`src/rtl/wb_pkg.sv`:
```
// Shared types and constants for the register-file write-back arbiter.
// Source index constants double as bit positions in the per-source head/grant vectors.
package wb_pkg;

  localparam int WB_FIFO_DEPTH = 2;
  localparam int WB_NUM_SRC    = 2;

  localparam logic SRC_ALU = 1'b0;
  localparam logic SRC_MEM = 1'b1;

  typedef struct packed {
    logic [4:0]  rd;
    logic [31:0] data;
  } wb_req_t;

  function automatic logic [31:0] rd_onehot(input logic [4:0] rd);
    return 32'h1 << rd;
  endfunction

endpackage

```
`src/rtl/wb_fifo.sv`:
```
// Two-entry write-back request queue with 1-bit wrap pointers and a 2-bit occupancy count.
// Push is refused when full, even on a cycle that also pops; rd_mask_o exists only with WB_SCOREBOARD_EN.
module wb_fifo
  import wb_pkg::*;
(
  input  logic        clk_i,
  input  logic        reset_i,
  input  logic        push_i,
  input  logic [4:0]  push_rd_i,
  input  logic [31:0] push_data_i,
  input  logic        pop_i,
`ifdef WB_SCOREBOARD_EN
  output logic [31:0] rd_mask_o,
`endif
  output logic        full_o,
  output logic        empty_o,
  output logic [4:0]  head_rd_o,
  output logic [31:0] head_data_o
);

  wb_req_t    mem_q [WB_FIFO_DEPTH];
  logic       rptr_q, rptr_d;
  logic       wptr_q, wptr_d;
  logic [1:0] count_q, count_d;
  logic       do_push, do_pop;

  assign full_o      = (count_q == 2'(WB_FIFO_DEPTH));
  assign empty_o     = (count_q == 2'd0);
  assign do_push     = push_i && !full_o;
  assign do_pop      = pop_i && !empty_o;
  assign head_rd_o   = mem_q[rptr_q].rd;
  assign head_data_o = mem_q[rptr_q].data;

  // With two entries, advancing a 1-bit pointer is a toggle.
  always_comb begin
    rptr_d  = rptr_q ^ do_pop;
    wptr_d  = wptr_q ^ do_push;
    count_d = count_q + 2'(do_push) - 2'(do_pop);
  end

  always_ff @(posedge clk_i) begin
    if (reset_i) begin
      rptr_q  <= 1'b0;
      wptr_q  <= 1'b0;
      count_q <= 2'd0;
    end else begin
      rptr_q  <= rptr_d;
      wptr_q  <= wptr_d;
      count_q <= count_d;
    end
  end

  always_ff @(posedge clk_i) begin
    if (do_push) begin
      mem_q[wptr_q] <= '{rd: push_rd_i, data: push_data_i};
    end
  end

`ifdef WB_SCOREBOARD_EN
  logic [WB_FIFO_DEPTH-1:0] ent_vld;

  always_comb begin
    ent_vld[0] = (count_q == 2'd2) || ((count_q == 2'd1) && !rptr_q);
    ent_vld[1] = (count_q == 2'd2) || ((count_q == 2'd1) && rptr_q);
    rd_mask_o  = '0;
    for (int i = 0; i < WB_FIFO_DEPTH; i++) begin
      if (ent_vld[i]) begin
        rd_mask_o = rd_mask_o | rd_onehot(mem_q[i].rd);
      end
    end
  end
`endif

endmodule

```
`src/rtl/regfile_wb_arbiter.sv`:
```
// Round-robin merge of ALU and load-unit write-backs onto one registered register-file write port.
// Optional WB_SCOREBOARD_EN adds the combinational pending-write mask; otherwise pending is tied low.
module regfile_wb_arbiter
  import wb_pkg::*;
(
  input  logic        Clk,
  input  logic        Reset,
  input  logic        alu_valid,
  output logic        alu_ready,
  input  logic [4:0]  alu_rd,
  input  logic [31:0] alu_data,
  input  logic        mem_valid,
  output logic        mem_ready,
  input  logic [4:0]  mem_rd,
  input  logic [31:0] mem_data,
  output logic        Load,
  output logic [4:0]  addrD,
  output logic [31:0] D,
  output logic [31:0] pending
);

  logic                  alu_full, alu_empty, mem_full, mem_empty;
  logic                  alu_push, mem_push;
  logic [4:0]            alu_head_rd, mem_head_rd;
  logic [31:0]           alu_head_data, mem_head_data;
  logic [WB_NUM_SRC-1:0] head_vld, grant;

  logic                  prio_q, prio_d;
  logic                  load_q, load_d;
  logic [4:0]            addrd_q, addrd_d;
  logic [31:0]           d_q, d_d;

`ifdef WB_SCOREBOARD_EN
  logic [31:0]           alu_mask, mem_mask, inflight;
`endif

  assign alu_ready = !alu_full;
  assign mem_ready = !mem_full;

  // x0 writes complete the handshake but never enter a queue.
  assign alu_push = alu_valid && alu_ready && (alu_rd != 5'd0);
  assign mem_push = mem_valid && mem_ready && (mem_rd != 5'd0);

  wb_fifo u_alu_fifo (
    .clk_i       (Clk),
    .reset_i     (Reset),
    .push_i      (alu_push),
    .push_rd_i   (alu_rd),
    .push_data_i (alu_data),
    .pop_i       (grant[SRC_ALU]),
`ifdef WB_SCOREBOARD_EN
    .rd_mask_o   (alu_mask),
`endif
    .full_o      (alu_full),
    .empty_o     (alu_empty),
    .head_rd_o   (alu_head_rd),
    .head_data_o (alu_head_data)
  );

  wb_fifo u_mem_fifo (
    .clk_i       (Clk),
    .reset_i     (Reset),
    .push_i      (mem_push),
    .push_rd_i   (mem_rd),
    .push_data_i (mem_data),
    .pop_i       (grant[SRC_MEM]),
`ifdef WB_SCOREBOARD_EN
    .rd_mask_o   (mem_mask),
`endif
    .full_o      (mem_full),
    .empty_o     (mem_empty),
    .head_rd_o   (mem_head_rd),
    .head_data_o (mem_head_data)
  );

  always_comb begin
    head_vld          = '0;
    head_vld[SRC_ALU] = !alu_empty;
    head_vld[SRC_MEM] = !mem_empty;
  end

  // Priority only moves when both heads compete.
  always_comb begin
    grant  = '0;
    prio_d = prio_q;
    if (&head_vld) begin
      grant[prio_q] = 1'b1;
      prio_d        = ~prio_q;
    end else begin
      grant = head_vld;
    end
  end

  always_comb begin
    load_d  = |grant;
    addrd_d = addrd_q;
    d_d     = d_q;
    if (grant[SRC_ALU]) begin
      addrd_d = alu_head_rd;
      d_d     = alu_head_data;
    end else if (grant[SRC_MEM]) begin
      addrd_d = mem_head_rd;
      d_d     = mem_head_data;
    end
  end

  always_ff @(posedge Clk) begin
    if (Reset) begin
      prio_q  <= SRC_ALU;
      load_q  <= 1'b0;
      addrd_q <= 5'd0;
      d_q     <= 32'd0;
    end else begin
      prio_q  <= prio_d;
      load_q  <= load_d;
      addrd_q <= addrd_d;
      d_q     <= d_d;
    end
  end

  assign Load  = load_q;
  assign addrD = addrd_q;
  assign D     = d_q;

`ifdef WB_SCOREBOARD_EN
  assign inflight = load_q ? rd_onehot(addrd_q) : 32'd0;
  assign pending  = (alu_mask | mem_mask | inflight) & ~32'h1;
`else
  assign pending  = 32'd0;
`endif

endmodule

```
`config.mk`:
```
export PLATFORM = sky130hd
export DESIGN_NAME = regfile_wb_arbiter
export DESIGN_NICKNAME = d
export VERILOG_FILES = /design/src/rtl/wb_pkg.sv /design/src/rtl/wb_fifo.sv /design/src/rtl/regfile_wb_arbiter.sv
export SDC_FILE = /design/constraint.sdc
export NUM_CORES = 1
export LEC_CHECK = 0
export CORE_MARGIN = 2
export CORE_UTILIZATION = 46
export DETAILED_ROUTE_END_ITERATION = 7
export HOLD_SLACK_MARGIN = 0.08
export MAX_ROUTING_LAYER = met4
export PLACE_DENSITY = 0.79
export SYNTH_ARGS = -nofsm -noshare
export SYNTH_HDL_FRONTEND = slang
export SYNTH_HIERARCHICAL = 1
export SYNTH_SLANG_ARGS = --single-unit
```
`constraint.sdc`:
```
create_clock -name Clk -period 5.2 [get_ports Clk]
set_clock_uncertainty 0.15 [all_clocks]
set_input_delay 0.52 -clock Clk [delete_from_list [all_inputs] [get_ports Clk]]
set_output_delay 0.52 -clock Clk [all_outputs]
set_load 0.005 [all_outputs]
```
==> report_table.html <==
<table>
<tr><th>Metric</th><th>Value</th></tr>
<tr><th colspan="2">GRT</th></tr>
<tr><td>Overall global routing resource usage</td><td>18.3%</td></tr>
<tr><td>Global-route wire length before repair</td><td>24.8 mm</td></tr>
<tr><td>Antenna violations before repair</td><td>0</td></tr>
<tr><td>Residual overflow from global routing</td><td>0</td></tr>
<tr><td>Met3 track demand over resource in global routing</td><td>3.67%</td></tr>
<tr><td>Maximum number of pins on one net before global-route repair</td><td>between 70 and 80</td></tr>
<tr><td>Vias in the first global route</td><td>4718</td></tr>
<tr><td>Global-route track usage on met1</td><td>between 20 and 25%</td></tr>
<tr><td>GRT met2 Usage</td><td>around 30%</td></tr>
<tr><td>GR peak layer</td><td>met2</td></tr>
<tr><th colspan="2">Setup path</th></tr>
<tr><td>Capturing element type of the critical path</td><td>flip-flop</td></tr>
<tr><td>Critical path's largest stage delay</td><td>0.72 ns</td></tr>
<tr><td>Cell with the largest stage delay on the worst path</td><td>nor2_4</td></tr>
<tr><td>Cells along the critical path</td><td>nor2_4 -&gt; a21o_2 -&gt; inv_1 -&gt; o21a_1 -&gt; ha_1 -&gt; inv_1 -&gt; ha_1 -&gt; xnor3_1 -&gt; nor2_1</td></tr>
<tr><td>Maximum fanout along the worst path</td><td>42</td></tr>
<tr><td>Setup crit start kind</td><td>flip-flop</td></tr>
<tr><td>Data arrival time of the worst path</td><td>3.21 ns</td></tr>
<tr><td>Critical path type</td><td>flip-flop to flip-flop</td></tr>
<tr><td>Required time at the worst-slack endpoint</td><td>5.33 ns</td></tr>
<tr><th colspan="2">CTS</th></tr>
<tr><td>Cts bufs inserted</td><td>17</td></tr>
<tr><td>Resized Gates After CTS</td><td>0</td></tr>
<tr><td>Number of sinks handled by clock tree synthesis</td><td>~200</td></tr>
<tr><td>Worst-path clk slew</td><td>0.06 ns</td></tr>
<tr><td>Worst skew pair latency</td><td>approximately 0.43 ns</td></tr>
<tr><td>Deepest clock path buffer count</td><td>2</td></tr>
<tr><td>Post-CTS Hold Buffers</td><td>0</td></tr>
<tr><td>Clock Root Buffer</td><td>clkbuf_16</td></tr>
<tr><td>Clock tree from TritonCTS</td><td>done</td></tr>
<tr><td>Number of buffers inserted to repair setup after CTS</td><td>0</td></tr>
<tr><td>H-tree lvl count</td><td>4</td></tr>
<tr><th colspan="2">Yosys</th></tr>
<tr><td>Most frequent cells after synthesis</td><td>148 x edfxtp_1, 76 x mux2_2, 47 x dfxtp_1, 47 x nor2_1, 41 x nor2b_1</td></tr>
<tr><td>Mean cell area of the mapped netlist</td><td>14.2 µm²</td></tr>
<tr><td>Post-synthesis sequential area ratio</td><td>roughly two thirds</td></tr>
<tr><td>Number of cells produced by synthesis</td><td>573</td></tr>
<tr><td>Async set-reset flop share out of synthesis</td><td>0%</td></tr>
<tr><td>Cell area after synthesis</td><td>between 8000 and 9000 µm²</td></tr>
<tr><td>Leading cell type by number of instances after synthesis</td><td>edfxtp_1</td></tr>
<tr><td>Most frequently used flop master after synthesis</td><td>edfxtp_1</td></tr>
<tr><td>Biggest area consumer among synthesized cells</td><td>edfxtp_1</td></tr>
<tr><td>Top cells by area in the synthesized netlist</td><td>edfxtp_1 55%, dfxtp_1 12%, mux2_2 11%</td></tr>
<tr><td>Seq cells post-synth</td><td>195</td></tr>
<tr><td>Total number of yosys warnings</td><td>6</td></tr>
<tr><td>Top cell type's share of synthesized area</td><td>54.6%</td></tr>
<tr><td>Number of synthesized flops with an enable pin</td><td>148</td></tr>
<tr><td>Netlist cell types</td><td>26</td></tr>
<tr><th colspan="2">Finish</th></tr>
<tr><td>Final antenna diode count</td><td>0</td></tr>
<tr><td>Layout cell share with drive strength beyond 1</td><td>16.5%</td></tr>
<tr><td>Fillers</td><td>between 1k and 1.5k</td></tr>
<tr><td>Total area of multi-input combinational cells</td><td>2430 µm²</td></tr>
<tr><td>Footprint of the flip-flops and latches</td><td>around 5400 µm²</td></tr>
<tr><td>Net count, final</td><td>762</td></tr>
<tr><td>Synth-to-layout area growth</td><td>20.8%</td></tr>
<tr><th colspan="2">Power and ir drop</th></tr>
<tr><td>Leakage power summed over all cells</td><td>3.67 nW</td></tr>
<tr><td>Total power</td><td>5.12 mW</td></tr>
<tr><td>Maximum ir drop on the vdd rail</td><td>0.000315 V</td></tr>
<tr><td>Power per standard cell area</td><td>520 nW/µm²</td></tr>
<tr><th colspan="2">Min path</th></tr>
<tr><td>Worst hold path type</td><td>flip-flop to flip-flop</td></tr>
<tr><th colspan="2">Timing</th></tr>
<tr><td>Setup TNS</td><td>0 ns</td></tr>
<tr><td>Shortest clock period the worst path allows after layout</td><td>3.08 ns</td></tr>
<tr><td>Highest attainable clock frequency</td><td>0.325 GHz</td></tr>
<tr><td>Setup repair after global routing missed its margin</td><td>false</td></tr>
<tr><td>Final cycle utilization of the critical path</td><td>about three fifths</td></tr>
<tr><td>Transition time of the tightest slew-check pin</td><td>between 1 and 1.5 ns</td></tr>
<tr><td>Slew HR</td><td>between 20% and 30%</td></tr>
<tr><td>Setup violators final</td><td>0</td></tr>
<tr><td>Final count of pins violating max slew</td><td>0</td></tr>
<tr><td>Number of hold violations in the final report</td><td>0</td></tr>
<tr><th colspan="2">Status</th></tr>
<tr><td>Status</td><td>finished, final reports clean</td></tr>
<tr><th colspan="2">Die</th></tr>
<tr><td>Die X</td><td>~140 µm</td></tr>
<tr><td>IO Pins</td><td>150</td></tr>
<tr><td>Core Area</td><td>17300 µm²</td></tr>
<tr><td>Initial cell density of the core</td><td>47.1%</td></tr>
<tr><td>Full die area</td><td>18800 µm²</td></tr>
<tr><td>Number of placement rows</td><td>48</td></tr>
<tr><td>Vertical die dimension</td><td>about 140 µm</td></tr>
<tr><th colspan="2">Route</th></tr>
<tr><td>Average vias per placed instance</td><td>5.18</td></tr>
<tr><td>DRT iter0 DRCs</td><td>about 370</td></tr>
<tr><td>WL per Instance</td><td>17.6 µm</td></tr>
<tr><td>Count of unresolved DRC violations after routing</td><td>0</td></tr>
<tr><td>Final ANT Viol Nets</td><td>0</td></tr>
<tr><td>Total length of routed wires</td><td>16.1 mm</td></tr>
<tr><td>Detailed-route via count</td><td>between 4k and 5k</td></tr>
<tr><td>Pre-antenna DRT Iters</td><td>5</td></tr>
<tr><th colspan="2">Place</th></tr>
<tr><td>Gp weighted congestion</td><td>0.740</td></tr>
<tr><td>Detailed Place HPWL</td><td>10.1 mm</td></tr>
<tr><td>Count of input and output buffers</td><td>roughly 120</td></tr>
<tr><th colspan="2">Run</th></tr>
<tr><td>Maxcap violations</td><td>0</td></tr>
</table>
per-stage QoR:
step | std cells | hold WS (ns) | setup slack, ns | utilization (%) | instance area [µm²]
after floorplan | 604 | 0.369 | 2.70 | - | 8260
after detailed placement | 882 | 0.418 | 2.16 | 53.8 | 9310
final | 914 | 0.423 | 2.12 | 56.9 | 9840
after global placement | 882 | 0.404 | 2.25 | 53.8 | 9310
after CTS | 914 | 0.427 | 2.14 | 56.9 | 9840
after global routing | 914 | 0.459 | 1.86 | 56.9 | 9840
kinds of logic after synthesis:
family,share of synthesized area (%)
DFF,66.1
adders and majority gates,1.23
muxes,10.5
buffers and inverters,5.78
xor gates and xnor gates,0.553
other,0.0461
and+or+nand+nor,5.95
AOI/OAI and AO/OA,9.80
critical path: cells and delay by family, from the launching register on:
kind / cells / cell delay [ns]
compound gates: 2 / 0.87
buf+inv: 2 / 0.13
flops: 1 / 0.36
fa+ha+maj: 2 / 0.46
simple gates: 2 / 0.76
xor+xnor: 1 / 0.20
sequential cells by signal (all words and copies together), names as in the netlist:
signal and flops:
D 32, u_alu_fifo/count_q 2, u_alu_fifo/mem_q 74, Load 1, u_alu_fifo/wptr_q 1, u_mem_fifo/rptr_q 1, u_mem_fifo/wptr_q 1, u_alu_fifo/rptr_q 1
addrD 5, u_mem_fifo/mem_q 74, u_mem_fifo/count_q 2, prio_q 1
worst paths after layout:
| path | from | to | slack (ns) | cells past startpoint |
|---|---|---|---|---|
| min | u_mem_fifo/wptr_q | u_mem_fifo/wptr_q | 0.42 | 3 |
| max | u_alu_fifo/count_q[1] | u_alu_fifo/count_q[1] | 2.12 | 9 |
| min reg2reg | u_mem_fifo/wptr_q | u_mem_fifo/wptr_q | 0.42 | 3 |
| max reg2reg | u_alu_fifo/count_q[1] | u_alu_fifo/count_q[1] | 2.12 | 9 |
cell type report:
type | count | area share, %
inverters | 10 | 0.382
multi-input cells | 334 | 24.7
flip-flops and latches | 195 | 54.8
clock inverters | 13 | 0.954
well taps | 225 | 2.86
repair buffers | 118 | 11.9
clock buffers | 19 | 4.40
cells in the final DEF, fill, tap and decap left out, types with 17 or more instances in the layout:
master,instances
o211a_1,37
dfxtp_1,44
nor2b_1,41
o21ai_0,23
clkdlybuf4s50_1,116
clkbuf_16,17
conb_1,32
edfxtp_1,148
a21oi_1,39
nor2_1,45
mux2_2,76
report_power, final:
group	total (mW)	internal, mW	switching [mW]
Clock	1.17	0.648	0.525
Combinational	1.60	0.837	0.761
Sequential	2.35	2.09	0.259
Total	5.12	3.57	1.54
metal layers:
| layer | up-vias | part of all wire (%) |
|---|---|---|
| li1 | 2245 | - |
| met4 | 0 | 1.3 |
| met3 | 19 | 6.4 |
| met2 | 181 | 50 |
| met1 | 2285 | 42 |
| met5 | - | 0 |
Note: power is estimated with default switching activity, not from simulation.
